[src/rtl/ring_router_vc_if.sv]
// rtl/ring_router_vc_if.sv - link-side handshake bundle for one ring_router_vc node
// Purpose: groups the three link ports (cw, ccw, pe) of a ring node.
// Per port X: Xdi/Xsi into the node, Xri back to the sender,
// Xdo/Xso out of the node, Xro from the downstream receiver.
// master: the environment side (drives Xdi, Xsi, Xro).
// slave:  the router side (drives Xri, Xdo, Xso).
interface ring_router_vc_if #(
  parameter int DATA_W = 64
);
  logic [DATA_W-1:0] cwdi, ccwdi, pedi;
  logic              cwsi, ccwsi, pesi;
  logic              cwri, ccwri, peri;
  logic [DATA_W-1:0] cwdo, ccwdo, pedo;
  logic              cwso, ccwso, peso;
  logic              cwro, ccwro, pero;

  modport master (
    output cwdi, ccwdi, pedi, cwsi, ccwsi, pesi, cwro, ccwro, pero,
    input  cwri, ccwri, peri, cwdo, ccwdo, pedo, cwso, ccwso, peso
  );

  modport slave (
    input  cwdi, ccwdi, pedi, cwsi, ccwsi, pesi, cwro, ccwro, pero,
    output cwri, ccwri, peri, cwdo, ccwdo, pedo, cwso, ccwso, peso
  );
endinterface

[src/rtl/ring_router_vc.sv]
// rtl/ring_router_vc.sv - bidirectional ring node with two polarity-selected virtual channels
// Purpose: one node of a bidirectional ring with cw, ccw and local pe ports.
// Each port owns a one-entry input and output buffer per VC. The link side
// works on the VC equal to the current polarity; the internal switch works
// on the other VC in the same cycle, so the two never touch the same entry.
// Ports:
//   clk      - rising-edge clock
//   reset    - synchronous, active-low
//   bus      - ring_router_vc_if.slave, link handshakes for cw/ccw/pe
//   polarity - current cycle polarity (0 = even VC, 1 = odd VC)
module ring_router_vc #(
  parameter int DATA_W  = 64,
  parameter int DIR_BIT = 30,
  parameter int HOP_LSB = 18,
  parameter int HOP_W   = 8
) (
  input  logic              clk,
  input  logic              reset,
  ring_router_vc_if.slave   bus,
  output logic              polarity
);

  localparam logic [1:0] P_CW  = 2'd0;
  localparam logic [1:0] P_CCW = 2'd1;
  localparam logic [1:0] P_PE  = 2'd2;

  // Contenders per output: index A is the ring input (reset favourite),
  // index B the other input. cw out: cw/pe, ccw out: ccw/pe, pe out: cw/ccw.
  localparam int CONT_A [3] = '{0, 1, 0};
  localparam int CONT_B [3] = '{2, 2, 1};

  logic              pol_q;
  logic              in_v  [3][2];
  logic [DATA_W-1:0] in_d  [3][2];
  logic              out_v [3][2];
  logic [DATA_W-1:0] out_d [3][2];
  // ptr = 0 favours contender A, 1 favours contender B
  logic              ptr   [3][2];

  logic [DATA_W-1:0] link_di [3];
  logic              link_si [3];
  logic              link_ro [3];

  logic p, q;

  assign p        = pol_q;
  assign q        = ~pol_q;
  assign polarity = pol_q;

  assign link_di[0] = bus.cwdi;
  assign link_di[1] = bus.ccwdi;
  assign link_di[2] = bus.pedi;
  assign link_si[0] = bus.cwsi;
  assign link_si[1] = bus.ccwsi;
  assign link_si[2] = bus.pesi;
  assign link_ro[0] = bus.cwro;
  assign link_ro[1] = bus.ccwro;
  assign link_ro[2] = bus.pero;

  assign bus.cwri  = ~in_v[0][p];
  assign bus.ccwri = ~in_v[1][p];
  assign bus.peri  = ~in_v[2][p];
  assign bus.cwso  = out_v[0][p];
  assign bus.ccwso = out_v[1][p];
  assign bus.peso  = out_v[2][p];
  assign bus.cwdo  = out_d[0][p];
  assign bus.ccwdo = out_d[1][p];
  assign bus.pedo  = out_d[2][p];

  // Packets leaving on a ring port consume one hop: shift the hop field right.
  function automatic logic [DATA_W-1:0] hop_shift(input logic [DATA_W-1:0] d);
    logic [DATA_W-1:0] r;
    r = d;
    r[HOP_LSB +: HOP_W] = d[HOP_LSB +: HOP_W] >> 1;
    return r;
  endfunction

  // Route of each input buffer on the switch VC.
  logic [1:0] dst [3];
  logic       req [3];

  always_comb begin
    for (int x = 0; x < 3; x++) begin
      req[x] = in_v[x][q];
    end
    // Ring inputs eject when hop[0] is clear, otherwise continue in the same direction.
    dst[0] = in_d[0][q][HOP_LSB] ? P_CW  : P_PE;
    dst[1] = in_d[1][q][HOP_LSB] ? P_CCW : P_PE;
    // Local injection picks the ring direction from the header bit only.
    dst[2] = in_d[2][q][DIR_BIT] ? P_CCW : P_CW;
  end

  logic              ra [3], rb [3], ga [3], gb [3];
  logic              mv [3];
  logic              take [3];
  logic              ptr_nxt [3];
  logic [DATA_W-1:0] sel_d [3];
  logic [DATA_W-1:0] mv_d [3];

  always_comb begin
    for (int x = 0; x < 3; x++) begin
      take[x] = 1'b0;
    end
    for (int y = 0; y < 3; y++) begin
      ra[y] = req[CONT_A[y]] && (dst[CONT_A[y]] == 2'(y));
      rb[y] = req[CONT_B[y]] && (dst[CONT_B[y]] == 2'(y));
      // A grant needs a free target entry; ties resolved by the pointer.
      ga[y] = ~out_v[y][q] & ra[y] & (~rb[y] | ~ptr[y][q]);
      gb[y] = ~out_v[y][q] & rb[y] & (~ra[y] |  ptr[y][q]);
      mv[y] = ga[y] | gb[y];
      sel_d[y] = ga[y] ? in_d[CONT_A[y]][q] : in_d[CONT_B[y]][q];
      mv_d[y]  = (y == 2) ? sel_d[y] : hop_shift(sel_d[y]);
      // Pointer moves to the loser only when both actually competed.
      ptr_nxt[y] = ptr[y][q];
      if (ra[y] && rb[y] && mv[y]) begin
        ptr_nxt[y] = ga[y];
      end
    end
    for (int y = 0; y < 3; y++) begin
      if (ga[y]) take[CONT_A[y]] = 1'b1;
      if (gb[y]) take[CONT_B[y]] = 1'b1;
    end
  end

  always_ff @(posedge clk) begin
    if (!reset) begin
      pol_q <= 1'b0;
      for (int x = 0; x < 3; x++) begin
        for (int v = 0; v < 2; v++) begin
          in_v[x][v]  <= 1'b0;
          in_d[x][v]  <= '0;
          out_v[x][v] <= 1'b0;
          out_d[x][v] <= '0;
          ptr[x][v]   <= 1'b0;
        end
      end
    end else begin
      pol_q <= ~pol_q;
      for (int x = 0; x < 3; x++) begin
        // Link side, VC p
        if (link_si[x] && !in_v[x][p]) begin
          in_v[x][p] <= 1'b1;
          in_d[x][p] <= link_di[x];
        end
        if (out_v[x][p] && link_ro[x]) begin
          out_v[x][p] <= 1'b0;
        end
        // Switch side, VC q
        if (take[x]) begin
          in_v[x][q] <= 1'b0;
        end
        if (mv[x]) begin
          out_v[x][q] <= 1'b1;
          out_d[x][q] <= mv_d[x];
          ptr[x][q]   <= ptr_nxt[x];
        end
      end
    end
  end

endmodule
[src/flat_wrapper.sv]
// flat-port wrapper written by rule: the top's interface ports become plain ports
module ring_router_vc_flat 
#(
  parameter int DATA_W  = 64,
  parameter int DIR_BIT = 30,
  parameter int HOP_LSB = 18,
  parameter int HOP_W   = 8
)
  (clk, reset, polarity, bus_cwdi, bus_ccwdi, bus_pedi, bus_cwsi, bus_ccwsi, bus_pesi, bus_cwro, bus_ccwro, bus_pero, bus_cwri, bus_ccwri, bus_peri, bus_cwdo, bus_ccwdo, bus_pedo, bus_cwso, bus_ccwso, bus_peso);
  ring_router_vc_if #(.DATA_W(DATA_W)) bus_i ();
  input  logic clk;
  input  logic reset;
  output logic polarity;
  input wire logic [$bits(bus_i.cwdi)-1:0] bus_cwdi;
  input wire logic [$bits(bus_i.ccwdi)-1:0] bus_ccwdi;
  input wire logic [$bits(bus_i.pedi)-1:0] bus_pedi;
  input wire logic [$bits(bus_i.cwsi)-1:0] bus_cwsi;
  input wire logic [$bits(bus_i.ccwsi)-1:0] bus_ccwsi;
  input wire logic [$bits(bus_i.pesi)-1:0] bus_pesi;
  input wire logic [$bits(bus_i.cwro)-1:0] bus_cwro;
  input wire logic [$bits(bus_i.ccwro)-1:0] bus_ccwro;
  input wire logic [$bits(bus_i.pero)-1:0] bus_pero;
  output wire logic [$bits(bus_i.cwri)-1:0] bus_cwri;
  output wire logic [$bits(bus_i.ccwri)-1:0] bus_ccwri;
  output wire logic [$bits(bus_i.peri)-1:0] bus_peri;
  output wire logic [$bits(bus_i.cwdo)-1:0] bus_cwdo;
  output wire logic [$bits(bus_i.ccwdo)-1:0] bus_ccwdo;
  output wire logic [$bits(bus_i.pedo)-1:0] bus_pedo;
  output wire logic [$bits(bus_i.cwso)-1:0] bus_cwso;
  output wire logic [$bits(bus_i.ccwso)-1:0] bus_ccwso;
  output wire logic [$bits(bus_i.peso)-1:0] bus_peso;
  assign bus_i.cwdi = bus_cwdi;
  assign bus_i.ccwdi = bus_ccwdi;
  assign bus_i.pedi = bus_pedi;
  assign bus_i.cwsi = bus_cwsi;
  assign bus_i.ccwsi = bus_ccwsi;
  assign bus_i.pesi = bus_pesi;
  assign bus_i.cwro = bus_cwro;
  assign bus_i.ccwro = bus_ccwro;
  assign bus_i.pero = bus_pero;
  assign bus_cwri = bus_i.cwri;
  assign bus_ccwri = bus_i.ccwri;
  assign bus_peri = bus_i.peri;
  assign bus_cwdo = bus_i.cwdo;
  assign bus_ccwdo = bus_i.ccwdo;
  assign bus_pedo = bus_i.pedo;
  assign bus_cwso = bus_i.cwso;
  assign bus_ccwso = bus_i.ccwso;
  assign bus_peso = bus_i.peso;
  ring_router_vc #(.DATA_W(DATA_W), .DIR_BIT(DIR_BIT), .HOP_LSB(HOP_LSB), .HOP_W(HOP_W)) u_core (.clk(clk), .reset(reset), .bus(bus_i), .polarity(polarity));
endmodule
[config.mk]
export PLATFORM = sky130hd
export DESIGN_NAME = ring_router_vc_flat
export DESIGN_NICKNAME = d
export VERILOG_FILES = /design/src/rtl/ring_router_vc_if.sv /design/src/rtl/ring_router_vc.sv /design/src/flat_wrapper.sv
export SDC_FILE = /design/constraint.sdc
export NUM_CORES = 1
export LEC_CHECK = 0
export CAP_MARGIN = 5
export CORE_UTILIZATION = 50
export CTS_CLUSTER_SIZE = 30
export DETAILED_ROUTE_END_ITERATION = 6
export PLACE_DENSITY = 0.69
export SLEW_MARGIN = 20
export SYNTH_ARGS = -nofsm -noshare
export SYNTH_HDL_FRONTEND = slang
export SYNTH_SLANG_ARGS = --single-unit
[constraint.sdc]
create_clock -name clk -period 4.22 [get_ports clk]
set_input_delay 0.633 -clock clk [delete_from_list [all_inputs] [get_ports clk]]
set_output_delay 0.633 -clock clk [all_outputs]
set_load 0.02 [all_outputs]
==> results_dict.tcl, run 1 <==
set metrics [dict create \
    outcome "finished, final reports clean" \
    holdWs_ns 0.4663 \
    arrival_ns 3.17 \
    nFillCells 5426 \
    dr.pass1.iters 6 \
    antenna_found_initial 1 \
    hold_class "register to register" \
    pwr-share-comb_pct 14.5 \
    dpl.hpwl_mm 81.40 \
    wl_per_cell_um 28.85 \
    yosysSeqAreaShare_pct 65.38 \
    grt_overflow_total 0 \
    numCtsBuffers 82 \
    top_usage_layer "met2" \
    power.switching_mw 4.811 \
    tightest_slew_ns 1.029 \
    drv_cap 0 \
    min_to "u_core.ptr[0][5]" \
    syn_area_per_cell_um2 13.56 \
    cp_slowest_cell "dfxtp_4" \
    cpPeakStageDelay_ns 0.71 \
    ff2ff_path_depth 4 \
    finalCritPeriodShare_pct 90.13 \
    hold_viol 0 \
    slew_headroom_pct 31.42 \
    slew_viol_final 0 \
    hold-path-cell-count 2 \
    p_per_area_nw_per_um2 439.8 \
    path_class "register to output pin" \
    p_sw_share_pct 25.27 \
    reg2reg_from "u_core.polarity" \
    cts_tree "yes" \
    clockPowerShare_pct 37.3 \
    cts_resized 0 \
    post_cts_buffers 0 \
    crit_chain "buf_4 > buf_4 > mux2_2 > clkdlybuf4s50_1" \
    p_seq_share_pct 48.2 \
    reg2reg_slack_ns 1.24 \
    cts_buffer_depth 3 \
    die_h_um 269.6 \
    yosysUniqueCellTypes 55 \
    rsz0062_at_grt "no" \
    gp_congestion 1.017 \
    min_from "u_core.ptr[0][5]" \
    intPower_mw 14.22 \
    syn_area_um2 35810 \
    skew_ns 0.02411 \
    setup_violations 0 \
    layout-drive-gt1-share_pct 19.54 \
    grt_pass1_vias 23500 \
    drc_errors 0 \
    initial_core_util_pct 50.87 \
    numPortBuffers 395 \
    grt_use_total_pct 31.05 \
    syn_inst 2640 \
    clkLatencyLatePin_ns 0.63 \
    yosysWarnings 0 \
    power_leakage_nw 15.32 \
    final_core_util_pct 61.49 \
    required_ns 3.59 \
    nets 3170 \
    cts.sinks 781 \
    startpoint_type "register" \
    placed_area_um2 40690 \
    area_growth_pct 20.87 \
    yosys-top-cells-area "edfxtp_1 65%, mux2_2 12%, nor3_1 7.9%" \
    core_area_um2 70390 \
    ant_nets 0 \
    setup_tns_ns 0 \
    io_pins 399 \
    async_reset_ff_share_pct 0 \
    rows 97 \
    die_area_um2 72690 \
    drtIter0Drc 3413 \
    fp.dieW_um 269.6 \
    cts-root-buf "clkbuf_16" \
    grt_start_max_net_pins 116 \
    wl_mm 114.7 \
    final_cell_area_um2 43280 \
    grt_pass1_wl_mm 161.1 \
    clkTransAtPathRegs_ns 0.06 \
    place_ws_ns 1.064 \
    synth_seq_cells 781 \
    fmax_mhz 262.9 \
    cts_hold_buffers 0 \
    vias_per_cell 6.094 \
    grt_util_met1_pct 41.44 \
    cts-htree-levels 3 \
    synth_edf_count 777 \
    use_met3_pct 6.154 \
    crit_path_end_kind "output pin" \
    vdd_drop_max_mv 0.2385 \
    synth_top_area_share_pct 65.16 \
    layout_min_cycle_time_ns 3.803 \
    rr_endpoint "u_core.out_d[0][311]" \
    worstPathMaxFanout 43 \
    via_count 24220 \
    setup_ws_ns 0.4167 \
    yosysTopAreaCell "edfxtp_1" \
    synth_ff_type "edfxtp_1" \
    grt_use_met2_pct 48.96 \
    worst_path_most_repeated_cell "buf_4" \
]
## power by group through the flow
| stage | logic (mW) | clock network, mW | registers (mW) |
|---|---|---|---|
| final | 2.76 | 7.09 | 9.18 |
| after global placement | 2.69 | 0 | 9.31 |
| after floorplan | 1.43 | 0 | 9.31 |
| after detailed placement | 2.71 | 0 | 9.34 |
| after global routing | 2.85 | 7.42 | 9.22 |
| after CTS | 2.73 | 7.13 | 9.18 |
## synth_stat cells, types with 4 or more instances
master    count
a21o_1        5
a21oi_1     191
and2_1      383
and3_1        5
buf_2       105
buf_4        12
buf_6         9
clkbuf_1     87
dfxtp_1       4
edfxtp_1    777
inv_1         8
mux2_2      384
mux2i_1       8
nand2_1      14
nand2b_1      6
nand3_1      11
nand3b_1      5
nor2_1        6
nor3_1      566
## cells in the final DEF, fill, tap and decap left out, drive strengths merged, types with 8 or more instances in the layout
master / instances
mux2i: 9
mux2: 385
and2: 384
bufinv: 8
nor3: 567
inv: 10
buf: 63
clkinv: 31
a21oi: 194
nand2: 15
clkbuf: 101
edfxtp: 777
clkdlybuf4s50: 395
nand3: 11
## metrics by stage
stage | instances | power [mW]
5_1_grt | 3969 | 19.50
3_3_place_gp | 3826 | 12.00
6_report | 3974 | 19.04
2_1_floorplan | 2643 | 10.74
3_5_place_dp | 3826 | 12.05
4_1_cts | 3969 | 19.04
## logic make-up (layout without fill, tap and decap cells)
family	count (synthesis)	in the layout	synth area share [%]
and+or+nand+nor	1014	1014	15.70
DFF	781	781	65.38
muxes	394	394	12.38
AOI/OAI and AO/OA	224	224	3.438
buffers and inverters	223	609	3.019
xor gates and xnor gates	3	3	0.07339
other	1	9	0.01047
## final cells by class
cell class	instances	area (um^2)	share of cell area, %
Sequential cell	781	23420	54.10
Multi-Input combinational cell	1639	11480	26.52
Timing Repair Buffer	458	4589	10.60
Clock buffer	101	2187	5.053
Tap cell	940	1176	2.717
Clock inverter	42	391.6	0.9048
Inverter	8	30.03	0.06938
Antenna cell	5	12.51	0.02891
## routing by layer
layer  wire, um  share of wire [%]
met1      42250                 37
met5          0                  0
met3      12670                 11
met4       5432                4.7
met2      54310                 47
## worst max-delay path: cells and delay by family (launching register included)
| family | cells | cell delay [ns] |
|---|---|---|
| buf+inv | 3 | 1.41 |
| flops | 1 | 0.71 |
| mux | 1 | 0.42 |
## worst max path at each step
stage                     from  cells past startpoint  slack, ns             endpoint
4_1_cts        u_core.polarity                      4       0.40          bus_cwdo[2]
6_report       u_core.polarity                      4       0.42          bus_cwdo[8]
3_5_place_dp             reset                      7       1.06    u_core.in_v[0][1]
3_3_place_gp             reset                      7       1.09    u_core.in_v[0][1]
2_1_floorplan  u_core.polarity                      6       0.55  u_core.in_d[0][320]
5_1_grt        u_core.polarity                      4       0.31          bus_cwdo[9]
## sequential cells by signal (all words and copies together) (netlist names)
name and count:
u_core.in_d 382, u_core.out_d 380, u_core.in_v 6, u_core.out_v 6, u_core.ptr 6, u_core.polarity 1
(Power assumes the default switching activity.)
==> inputs of run 2 (changes only) <==
SKIP_LAST_GASP = 1   (was not set)
==> results of run 2 <==
Final layout, timing and power as in run 1 (identical DEF).
==> inputs of run 3 (changes only) <==
PLACE_DENSITY = not set   (was 0.69)
PLACE_DENSITY_LB_ADDON = 0.12   (was not set)
==> results_dict.tcl, run 3 (same netlist as run 1, synthesis figures left out) <==
set metrics [dict create \
    outcome "finished, final reports clean" \
    skew_ns 0.02105 \
    grt_pass1_wl_mm 161.5 \
    setup_tns_ns 0 \
    drc_errors 0 \
    die_h_um 269.6 \
    rsz0062_at_grt "no" \
    crit_family "buffers and inverters" \
    fp.dieW_um 269.6 \
    crit_buf_inv 2 \
    layout_common_cells "777 x edfxtp_1, 566 x nor3_1, 395 x clkdlybuf4s50_1" \
    pwr-share-comb_pct 14.4 \
    grt_use_total_pct 31.20 \
    wl_mm 115.4 \
    holdWs_ns 0.4799 \
    antenna_found_initial 1 \
    p_per_area_nw_per_um2 442.3 \
    ant_nets 0 \
    numCtsBuffers 82 \
    grt_start_max_net_pins 103 \
    cp_slowest_cell "buf_4" \
    setup_violations 0 \
    required_ns 3.59 \
    post_cts_buffers 0 \
    cts_tree "yes" \
    grt_overflow_total 0 \
    gp_congestion 0.9030 \
    power_leakage_nw 15.38 \
    cts_hold_buffers 0 \
    rows 97 \
    wl_per_cell_um 28.98 \
    worstPathMaxFanout 57 \
    tightest_slew_ns 1.091 \
    drv_cap 0 \
    largest_reg_flops 382 \
    io_pins 399 \
    clkLatencyLatePin_ns 0.63 \
    slew_viol_final 0 \
    p_seq_share_pct 47.8 \
    final_core_util_pct 61.64 \
    power.switching_mw 4.812 \
    reg_top3 "u_core.in_d (382), u_core.out_d (380)" \
    arrival_ns 3.03 \
    cts.sinks 781 \
    layout-drive-gt1-share_pct 19.91 \
    nets 3173 \
    initial_core_util_pct 50.87 \
    path_class "register to output pin" \
    final_cell_area_um2 43390 \
    slew_headroom_pct 27.28 \
    cts_buffer_depth 3 \
    area_growth_pct 21.17 \
    vias_per_cell 5.988 \
    layout_commonest_cell "edfxtp_1" \
    hold_class "register to register" \
    via_count 23830 \
    dpl.hpwl_mm 81.52 \
    crit_chain "buf_4 > mux2_2 > clkdlybuf4s50_1" \
    cts-htree-levels 3 \
    dr.pass1.iters 5 \
    placed_area_um2 40700 \
    die_area_um2 72690 \
    numPortBuffers 395 \
    core_area_um2 70390 \
    grt_pass1_vias 23430 \
    p_sw_share_pct 25.08 \
    fmax_mhz 272.7 \
    startpoint_type "register" \
    finalCritPeriodShare_pct 86.89 \
    vdd_drop_max_mv 0.2390 \
    cts-root-buf "clkbuf_16" \
    layout_min_cycle_time_ns 3.667 \
    power_mw 19.19 \
    clockPowerShare_pct 37.8 \
    intPower_mw 14.38 \
    clkTransAtPathRegs_ns 0.06 \
    drtIter0Drc 2869 \
    cts_resized 0 \
    hold_viol 0 \
    top_register "u_core.in_d" \
    crit_path_end_kind "output pin" \
    cpPeakStageDelay_ns 0.71 \
]
run 3: cell types whose count changed in the layout (fill, tap and decap cells not counted), sizes merged:
| cell | before | now |
|---|---|---|
| diode | 5 | 7 |
| inv | 10 | 8 |
| clkinv | 31 | 30 |
| clkbuf | 101 | 105 |
| buf | 63 | 66 |
run 3: power groups by stage:
stage | Sequential, mW | Combinational (mW) | Clock [mW]
finish | 9.18 | 2.76 | 7.26
CTS | 9.18 | 2.74 | 7.31
global placement | 9.31 | 2.70 | 0
detailed placement | 9.34 | 2.72 | 0
global route | 9.22 | 2.86 | 7.61
floorplan | 9.31 | 1.43 | 0
run 3: stage by stage:
step           std cells  setup slack (ns)
2_1_floorplan       2643            0.5468
3_3_place_gp        3829            0.9664
3_5_place_dp        3829            0.9618
4_1_cts             3973            0.5168
5_1_grt             3973            0.4643
6_report            3980            0.5533
run 3: worst min-delay path, cell delays in order, from the launching register on:
cell	delay, ns
dfxtp_1	0.32
nand2_1	0.06
mux2i_1	0.06
run 3: worst paths after layout:
check        cells past startpoint              from  slack [ns]            endpoint
min                              2  u_core.ptr[0][5]        0.48    u_core.ptr[0][5]
max reg2reg                      5   u_core.polarity        1.00  u_core.in_d[0][37]
max                              3   u_core.polarity        0.55        bus_pedo[14]
min reg2reg                      2  u_core.ptr[0][5]        0.48    u_core.ptr[0][5]
run 3: cell type report:
type,count,area (um^2)
Inverter,8,30.03
Multi-Input combinational cell,1639,11480
Antenna cell,7,17.52
Clock buffer,105,2287
Clock inverter,39,382.9
Tap cell,940,1176
Fill cell,5466,27000
Timing Repair Buffer,461,4599
Sequential cell,781,23420
run 3: routing by layer:
| layer | global-route usage [%] | vias up | share of wire [%] |
|---|---|---|---|
| li1 | - | 10560 | - |
| met1 | 42.17 | 11860 | 39 |
| met2 | 48.56 | 1217 | 47 |
| met3 | 5.691 | 191 | 9.6 |
| met4 | 15.61 | 2 | 4.9 |
| met5 | 0 | - | 0.010 |
